--- config.mk ---
export PLATFORM = sky130hd
export DESIGN_NAME = req_initiator_flat
export DESIGN_NICKNAME = d
export VERILOG_FILES = /design/src/rtl/req_initiator_if.sv /design/src/rtl/req_initiator.sv /design/src/flat_wrapper.sv
export SDC_FILE = /design/constraint.sdc
export NUM_CORES = 1
export LEC_CHECK = 0
export CAP_MARGIN = 20
export CORE_MARGIN = 2
export CORE_UTILIZATION = 45
export CTS_BUF_LIST = sky130_fd_sc_hd__clkbuf_4
export DETAILED_ROUTE_END_ITERATION = 6
export MAX_ROUTING_LAYER = met4
export PLACE_DENSITY_LB_ADDON = 0.1
export SLEW_MARGIN = 20
export SYNTH_ARGS = -nofsm -noshare
export SYNTH_HDL_FRONTEND = slang
export SYNTH_SLANG_ARGS = --single-unit
export TNS_END_PERCENT = 5
--- constraint.sdc ---
create_clock -name clk -period 2.2 [get_ports clk]
set_input_delay 0.22 -clock clk [delete_from_list [all_inputs] [get_ports clk]]
set_output_delay 0.22 -clock clk [all_outputs]
set_load 0.005 [all_outputs]
--- src/rtl/req_initiator_if.sv ---
// ----------------------------------------------------------------------------
// req_initiator_if
//
// Groups the host control signals and the processor req/ack run handshake
// seen by req_initiator.
//
//   start        host -> initiator  single-cycle batch start request
//   num_runs     host -> initiator  runs in the batch, sampled on start
//   ack          core -> initiator  run-complete indication
//   req          initiator -> core  run request
//   busy         initiator -> host  batch in progress
//   done         initiator -> host  sticky, batch completed cleanly
//   timeout_err  initiator -> host  sticky, core failed to ack in time
//   run_idx      initiator -> host  current run / completed run count
//   last_cycles  initiator -> host  WAIT-cycle count of the last acked run
//
// Modports:
//   master  the initiator (drives req and the status outputs)
//   slave   the host/core side (drives start, num_runs, ack)
// ----------------------------------------------------------------------------
interface req_initiator_if #(
    parameter int unsigned CW = 16
);
    logic          start;
    logic [3:0]    num_runs;
    logic          ack;
    logic          req;
    logic          busy;
    logic          done;
    logic          timeout_err;
    logic [3:0]    run_idx;
    logic [CW-1:0] last_cycles;

    modport master (
        input  start,
        input  num_runs,
        input  ack,
        output req,
        output busy,
        output done,
        output timeout_err,
        output run_idx,
        output last_cycles
    );

    modport slave (
        output start,
        output num_runs,
        output ack,
        input  req,
        input  busy,
        input  done,
        input  timeout_err,
        input  run_idx,
        input  last_cycles
    );
endinterface

--- src/rtl/req_initiator.sv ---
// ----------------------------------------------------------------------------
// req_initiator
//
// Host-side initiator for the processor req/ack run handshake. On start it
// launches num_runs back-to-back runs: req is held for REQ_CYCLES cycles, then
// the block waits for ack, recording how many WAIT cycles the run took. Runs
// are separated by GAP_CYCLES idle cycles. A core that does not ack within
// TIMEOUT WAIT cycles ends the batch with timeout_err.
//
// Ports:
//   clk    rising-edge clock
//   reset  synchronous, active-low reset
//   bus    req_initiator_if.master (start, num_runs, ack in;
//          req, busy, done, timeout_err, run_idx, last_cycles out)
//
// Every output comes straight from a flop; nothing in the input-to-output
// path is combinational.
// ----------------------------------------------------------------------------
module req_initiator #(
    parameter int unsigned REQ_CYCLES = 2,
    parameter int unsigned GAP_CYCLES = 4,
    parameter int unsigned TIMEOUT    = 4096,
    parameter int unsigned CW         = 16
) (
    input  logic              clk,
    input  logic              reset,
    req_initiator_if.master   bus
);

    typedef enum logic [2:0] {
        StIdle,
        StReq,
        StWait,
        StGap,
        StDone,
        StErr
    } state_e;

    state_e        state_q, state_d;

    // Shared phase counter: cycles spent in REQ, or cycles spent in GAP.
    logic [CW-1:0] cnt_q, cnt_d;
    // WAIT cycles elapsed without ack in the current run.
    logic [CW-1:0] wait_q, wait_d;
    // Run count latched when start is accepted.
    logic [3:0]    runs_q, runs_d;
    logic [3:0]    idx_q, idx_d;
    logic [CW-1:0] last_q, last_d;
    logic          req_q, req_d;
    logic          busy_q, busy_d;
    logic          done_q, done_d;
    logic          err_q, err_d;

    logic [CW-1:0] wait_inc;
    logic [3:0]    idx_inc;

    // ------------------------------------------------------------------------
    // Next-state and datapath
    // ------------------------------------------------------------------------
    always_comb begin
        state_d  = state_q;
        cnt_d    = cnt_q;
        wait_d   = wait_q;
        runs_d   = runs_q;
        idx_d    = idx_q;
        last_d   = last_q;
        done_d   = done_q;
        err_d    = err_q;

        // The first WAIT cycle counts as 1, so the count for this cycle is
        // always one more than the cycles already elapsed.
        wait_inc = wait_q + CW'(1);
        idx_inc  = idx_q + 4'd1;

        unique case (state_q)
            StIdle, StDone, StErr: begin
                if (bus.start) begin
                    runs_d = bus.num_runs;
                    done_d = 1'b0;
                    err_d  = 1'b0;
                    idx_d  = 4'd0;
                    cnt_d  = '0;
                    if (bus.num_runs != 4'd0) begin
                        state_d = StReq;
                    end else begin
                        state_d = StDone;
                        done_d  = 1'b1;
                    end
                end
            end

            // ack is ignored here: the core drops it while it sees req.
            StReq: begin
                if (cnt_q == CW'(REQ_CYCLES - 1)) begin
                    state_d = StWait;
                    cnt_d   = '0;
                    wait_d  = '0;
                end else begin
                    cnt_d = cnt_q + CW'(1);
                end
            end

            // ack is checked before the timeout so an ack on the limit cycle
            // still completes the run.
            StWait: begin
                if (bus.ack) begin
                    last_d = wait_inc;
                    idx_d  = idx_inc;
                    cnt_d  = '0;
                    if (idx_inc == runs_q) begin
                        state_d = StDone;
                        done_d  = 1'b1;
                    end else if (GAP_CYCLES == 0) begin
                        state_d = StReq;
                    end else begin
                        state_d = StGap;
                    end
                end else if (wait_inc == CW'(TIMEOUT)) begin
                    state_d = StErr;
                    err_d   = 1'b1;
                end else begin
                    wait_d = wait_inc;
                end
            end

            // ack is ignored during the inter-run gap.
            StGap: begin
                if (cnt_q == CW'(GAP_CYCLES - 1)) begin
                    state_d = StReq;
                    cnt_d   = '0;
                end else begin
                    cnt_d = cnt_q + CW'(1);
                end
            end

            default: begin
                state_d = StIdle;
            end
        endcase

        // Flag outputs are registered copies of the next-state decode so they
        // line up with state_q on every cycle.
        req_d  = (state_d == StReq);
        busy_d = (state_d == StReq) || (state_d == StWait) || (state_d == StGap);
    end

    // ------------------------------------------------------------------------
    // State register
    // ------------------------------------------------------------------------
    always_ff @(posedge clk) begin
        if (!reset) begin
            state_q <= StIdle;
            cnt_q   <= '0;
            wait_q  <= '0;
            runs_q  <= 4'd0;
            idx_q   <= 4'd0;
            last_q  <= '0;
            req_q   <= 1'b0;
            busy_q  <= 1'b0;
            done_q  <= 1'b0;
            err_q   <= 1'b0;
        end else begin
            state_q <= state_d;
            cnt_q   <= cnt_d;
            wait_q  <= wait_d;
            runs_q  <= runs_d;
            idx_q   <= idx_d;
            last_q  <= last_d;
            req_q   <= req_d;
            busy_q  <= busy_d;
            done_q  <= done_d;
            err_q   <= err_d;
        end
    end

    assign bus.req         = req_q;
    assign bus.busy        = busy_q;
    assign bus.done        = done_q;
    assign bus.timeout_err = err_q;
    assign bus.run_idx     = idx_q;
    assign bus.last_cycles = last_q;

endmodule

--- src/flat_wrapper.sv ---
// flat-port wrapper written by rule: the top's interface ports become plain ports
module req_initiator_flat 
#(
    parameter int unsigned REQ_CYCLES = 2,
    parameter int unsigned GAP_CYCLES = 4,
    parameter int unsigned TIMEOUT    = 4096,
    parameter int unsigned CW         = 16
)
  (clk, reset, bus_start, bus_num_runs, bus_ack, bus_req, bus_busy, bus_done, bus_timeout_err, bus_run_idx, bus_last_cycles);
  req_initiator_if #(.CW(CW)) bus_i ();
  input  logic clk;
  input  logic reset;
  input wire logic [$bits(bus_i.start)-1:0] bus_start;
  input wire logic [$bits(bus_i.num_runs)-1:0] bus_num_runs;
  input wire logic [$bits(bus_i.ack)-1:0] bus_ack;
  output wire logic [$bits(bus_i.req)-1:0] bus_req;
  output wire logic [$bits(bus_i.busy)-1:0] bus_busy;
  output wire logic [$bits(bus_i.done)-1:0] bus_done;
  output wire logic [$bits(bus_i.timeout_err)-1:0] bus_timeout_err;
  output wire logic [$bits(bus_i.run_idx)-1:0] bus_run_idx;
  output wire logic [$bits(bus_i.last_cycles)-1:0] bus_last_cycles;
  assign bus_i.start = bus_start;
  assign bus_i.num_runs = bus_num_runs;
  assign bus_i.ack = bus_ack;
  assign bus_req = bus_i.req;
  assign bus_busy = bus_i.busy;
  assign bus_done = bus_i.done;
  assign bus_timeout_err = bus_i.timeout_err;
  assign bus_run_idx = bus_i.run_idx;
  assign bus_last_cycles = bus_i.last_cycles;
  req_initiator #(.REQ_CYCLES(REQ_CYCLES), .GAP_CYCLES(GAP_CYCLES), .TIMEOUT(TIMEOUT), .CW(CW)) u_core (.clk(clk), .reset(reset), .bus(bus_i));
endmodule
# Word-level counts from Yosys, hierarchy flattened
# Index checks and enable logic that the tools add are counted.
dict set report op_classes {
  reduce_logical 15
  muxes 29
  addsub 3
  n_eq_ne 19
}
# op count
set op_table {}
lappend op_table {{$mux W16} 7}
lappend op_table {{$pmux W16 S4} 1}
lappend op_table {{$add A16 B1 Y16 const B} 2}
lappend op_table {{$pmux W16 S2} 1}
lappend op_table {{$mux W3} 7}
lappend op_table {{$eq A16 B1 Y1 const B} 1}
lappend op_table {{$eq A16 B13 Y1 const B} 1}
lappend op_table {{$eq A16 B2 Y1 const B} 1}
lappend op_table {{$eq A3 B2 Y1 const B} 4}
lappend op_table {{$pmux W3 S4} 1}
lappend op_table {{$reduce_and A4 Y1} 3}
lappend op_table {{$mux W4} 2}
lappend op_table {{$ne A2 B2 Y1 const B} 4}
lappend op_table {{$pmux W4 S2} 1}
lappend op_table {{$reduce_bool A4 Y1} 2}
lappend op_table {{$mux W1} 7}
lappend op_table {{$eq A3 B1 Y1 const B} 2}
lappend op_table {{$eq A3 B3 Y1 const B} 2}
lappend op_table {{$ne A2 B1 Y1 const B} 3}
lappend op_table {{$reduce_and A3 Y1} 2}
lappend op_table {{$add A4 B1 Y4 const B} 1}
lappend op_table {{$eq A4 B4 Y1} 1}
lappend op_table {{$pmux W1 S2} 2}
lappend op_table {{$reduce_and A2 Y1} 2}
lappend op_table {{other kinds (4)} 6}
dict set report totals {
  out_inout_bits 24
  ff_bits 63
  elab_cells 76
  input_bits 8
}

# Depth between registers and ports, before layout
dict set report logic_depth {
  word_depth 8
  ltp_mapped 9
  ltp_nobuf 8
}

# Least setup slack after synthesis
# OpenSTA, ideal clock, no wires.
dict set report synth_timing {
  kind {register to register}
  start {register u_core.wait_q[0]}
  end {register u_core.wait_q[0]}
  slack_ns -0.030
  arrival_ns 2.109
  t_required_ns 2.079
  setup_time_ns 0.121
  synth_period_minus_slack_ns 2.230
  path_buffers 0
  path_stages_with_launch 8
  cell_sequence {dfxtp_1 -> ha_1 -> nand2_1 -> nor3_4 -> or3_4 -> a2111oi_4 -> nor2_1 -> mux2_2}
}
dict set report synth_between {
  elab_chain_cells 4
  elab_cells_between_ends 7
  classes_between {1 x add/sub; 2 x eq/ne; 3 x mux; 1 x reduce/logical}
}
# element line
set synth_lines {}
lappend synth_lines {{from (decl)} req_initiator.sv:44} ;# logic [CW-1:0] wait_q, wait_d;
lappend synth_lines {{from (signal assigned)} req_initiator.sv:165} ;# wait_q <= wait_d;
lappend synth_lines {{$add A16 B1 Y16 (*)} req_initiator.sv:72} ;# wait_inc = wait_q + CW'(1);
lappend synth_lines {{$eq A16 B13 Y1 / $mux W16 (equally long branches)} req_initiator.sv:118} ;# end else if (wait_inc == CW'(TIMEOUT)) begin
lappend synth_lines {{$ne A2 B2 Y1 (no source line) / $mux W16 (equally long branches)} n/a}
lappend synth_lines {{$reduce_and A4 Y1 (no source line) / $pmux W16 S2 (equally long branches)} n/a}
# Mark *: on every way between the ends. The rest lies on a longest branch, timed or not. The select of a mux whose other input is x is not followed.
# A chain may end at the register's enable or synchronous reset.

# Worst setup path in the final report
dict set report layout_timing {
  start {register u_core.wait_q[11]}
  end {register u_core.wait_q[0]}
}
dict set report layout_between {
  elab_chain_cells 4
}
# element line
set layout_lines {}
lappend layout_lines {{$add A16 B1 Y16} req_initiator.sv:72}
lappend layout_lines {{$eq A16 B13 Y1} req_initiator.sv:118}
lappend layout_lines {{$ne A2 B2 Y1 (no source line)} n/a}
lappend layout_lines {{$reduce_and A4 Y1 (no source line)} n/a}
# No other way between the ends.

==> key figures <==
Worst setup path
  • Critical path type: reg -> reg
  • Slowest CP cell: o41a_1
  • Critical path, cell by cell: nand3_4, buf_4, o41a_1, a31oi_4, a2111oi_4, buf_4, a22o_4, mux2_2
  • Crit path buf inv count: 2
  • WP data required: approximately 2.5 ns
  • Worst EP arrival: approximately 2.5 ns
  • R2R Setup Slk: -0.02 ns
  • CP startpoint kind: register
  • Largest stage delay, worst path: between 0.4 and 0.5 ns
  • CP dominant cell by count: buf_4
  • CP Max Fanout: 7
  • Worst setup EP type: register
  • Cell family with most CP delay: compound AO/OA/AOI/OAI gates

Synth
  • Post-Synth Simple-Gate Area: 0.279
  • Compound-Gate Fraction of Synth Area: 0.197
  • Post-synthesis adder-cell area fraction: 0.0140
  • Post-synth EDFFs: 0
  • Synthesized instance count: about 390
  • Synth async-reset ratio: 0
  • Largest cells by area after synthesis: dfxtp_1 (35%), xnor2_1 (4.7%), o211a_1 (4.5%)
  • Register bit total from synthesis: between 60 and 70
  • Post-synthesis mux area share: 0.0200
  • Syn nets: 406
  • Warnings, synthesis: 0
  • Post-synth top flop: dfxtp_1
  • Mapped Avg Cell Area: 9.07 sq um
  • Mapped cell area: 0.00357 sq mm
  • Largest family of logic cells by synthesized area: simple AND/OR/NAND/NOR gates
  • XOR/XNOR share of the synthesized area: 0.0830
  • Yosys top cell by area: dfxtp_1
  • Synth top area share: 0.353
  • Synth cell types: 77
  • Register area share after synthesis: 0.353

Clocking
  • CTS tree: yes
  • Clock Latency Late Sink: ~0.4 ns
  • TritonCTS Buffers: 9
  • H-tree Lvls: 3
  • # clock sinks: 63
  • Clock transition at path regs: 0.11 ns
  • Clk buf depth: 2
  • Root buffer cell: clkbuf_4
  • CTS hold repair buffers: 0

Floorplan
  • Rows: 32
  • Die width: around 93 um
  • CORE AREA: roughly 0.0077 sq mm
  • I/O pin total: 32
  • Die area: slightly below 0.009 sq mm
  • Die Y: between 90 and 100 um
  • Starting Density: 0.463

Power and ir drop
  • Tot Pwr: 2.57 mW
  • PwrDens: 564 mW/mm^2
  • Static Leak: 1.86 nW
  • Peak VDD IR: 0.000313 V

Drt
  • Post-DRT Antenna Nets: 0
  • Via count: between 3k and 4k
  • # DRC: 0
  • Drt first pass iters: 5
  • 1st-iter DRT viols: ~170
  • Via density: around 5.4
  • Routed WL: slightly below 9000 um
  • Wire per inst: around 15 um

STA
  • Fin Clk Skew: ~0.014 ns
  • RSZ-0062 raised after global routing: true
  • PnR worst setup slack: -0.0194 ns
  • Worst slew pin tran: about 0.51 ns
  • Final Cycle Share: 1.01
  • Slew HR: 0.659
  • Setup TNS: -0.0194 ns
  • # setup viols final: 1
  • Fin crit period: 2.22 ns
  • Max Slew Vio Count: 0
  • Final hold viol count: 0
  • Max Fclk: 451 MHz

Place
  • Detailed placer's ending HPWL: around 6400 um
  • Gpl congestion: roughly 0.94
  • Port bufs: 31
  • Pre-CTS WS: -0.163 ns

Cells and area
  • N_diodes: 0
  • Area grow syn2layout: 27.3%
  • Share of cells above drive strength 1: 0.246
  • Fill count: 697
  • Final net count: ~480
  • Final core utilization: 0.589

Global routing
  • Overall routing resource usage: 0.222
  • Pin count of the biggest net entering global routing: 34
  • Number of global-route vias before repair: around 2.9k
  • First-pass GRT wire length: approximately 15,000 um
  • Overflow after GRT: 0
  • Antenna violations before repair: 0

Hold path
  • Worst hold path class: in -> reg

Job
  • Max Cap Viol: 0

Run status
  • Failing checks: setup timing
  • Status: finished, violations left
## per-layer routing
| metal | track usage | wire (um) | vias to the layer above |
|---|---|---|---|
| li1 | - | - | 1596 |
| met1 | 0.335 | 4680 | 1438 |
| met2 | 0.308 | 3700 | 74 |
| met3 | 0.0403 | 395 | 6 |
| met4 | 0.0527 | 68 | 0 |
| met5 | - | 0 | - |
## worst register-to-register path: stages, from the launching register on
cell and delay, ns:
dfxtp_4 0.40, nand3_4 0.09, buf_4 0.16, o41a_1 0.46, a31oi_4 0.25, a2111oi_4 0.09
buf_4 0.16, a22o_4 0.25, mux2_2 0.26
## path summary, 6_finish.rpt
kind | startpoint | to | cells after the start
max | u_core.wait_q[11]$_SDFFE_PN0P_ | u_core.wait_q[0]$_SDFFE_PN0P_ | 8
min | bus_num_runs[1] | u_core.runs_q[1]$_SDFFE_PN0P_ | 3
min reg2reg | u_core.bus.run_idx[1]$_SDFFE_PN0P_ | u_core.bus.run_idx[1]$_SDFFE_PN0P_ | 2
max reg2reg | u_core.wait_q[11]$_SDFFE_PN0P_ | u_core.wait_q[0]$_SDFFE_PN0P_ | 8
## kinds of logic (layout without fill, tap and decap cells)
family	Yosys count	after routing
simple gates	175	175
buf+inv	28	109
fa+ha+maj	4	4
flops	63	63
compound gates	84	85
mux	7	7
xor+xnor	33	33
## stage by stage
stage                     hold WS (ns)  cells  area [sq um]
after floorplan                  0.377    394          3590
after global placement           0.478    557          4270
after detailed placement         0.485    557          4270
after CTS                        0.440    576          4470
after global routing             0.487    578          4550
final                            0.461    578          4550
## placed cells by master (no fill, tap or decap), types with 10 or more instances in the layout
cell,instances
buf_4,57
clkdlybuf4s50_1,31
dfxtp_1,50
dfxtp_2,10
nand2_1,37
nand3_1,15
nand4_1,11
nor2_1,34
nor2b_1,11
nor4_1,10
o211a_1,16
o21ai_0,14
xnor2_1,19
xor2_1,13
## flip-flops by register name, summed over array words and instances, names as in the netlist
signal,count
u_core.bus.req,1
u_core.runs_q,4
u_core.bus.timeout_err,1
u_core.bus.done,1
u_core.state_q,3
u_core.cnt_q,16
u_core.bus.busy,1
u_core.wait_q,16
u_core.bus.run_idx,4
u_core.bus.last_cycles,16
## report_power, final
part	leakage (nW)	internal [mW]	total, mW	switching, mW
Sequential	0.517	1.19	1.23	0.0436
Clock	0.0770	0.451	0.892	0.441
Combinational	1.27	0.216	0.447	0.231
## area by class of cell
class / count / area [sq um] / area share
clock inverters: 7 / 87.6 / 0.0192
flip-flops and latches: 63 / 1280 / 0.282
clock buffers: 9 / 67.6 / 0.0148
inverters: 3 / 11.3 / 0.00247
well taps: 102 / 128 / 0.0280
repair buffers: 90 / 769 / 0.169
multi-input cells: 304 / 2200 / 0.484
## cells in the mapped netlist, types with 2 or more instances
library cell,instances
o21ai_0,14
nor3b_1,4
a31oi_1,2
nand2b_1,6
nand4_1,11
xor2_1,13
and2_1,3
buf_6,9
ha_1,4
inv_1,3
o211a_1,16
nand3_2,3
a211oi_1,2
nor2_1,34
o21ai_1,5
or2_1,2
a21boi_0,3
clkbuf_1,12
o22a_1,9
xnor2_1,19
dfxtp_1,63
and3_1,6
nor3_1,9
a21oi_1,7
o21a_1,2
a21o_1,2
nor4_2,2
nor2b_1,11
nand3_1,15
nor4_1,12
nand3b_1,3
mux2i_1,6
nand2_1,38
## timing repair
item,in CTS,in global routing
buffers inserted,2,2
endpoints found under the setup margin,15,17
cloned,1,0
resized for setup,5,19
pin swaps,2,8
Power figures use the tool's default switching activity.
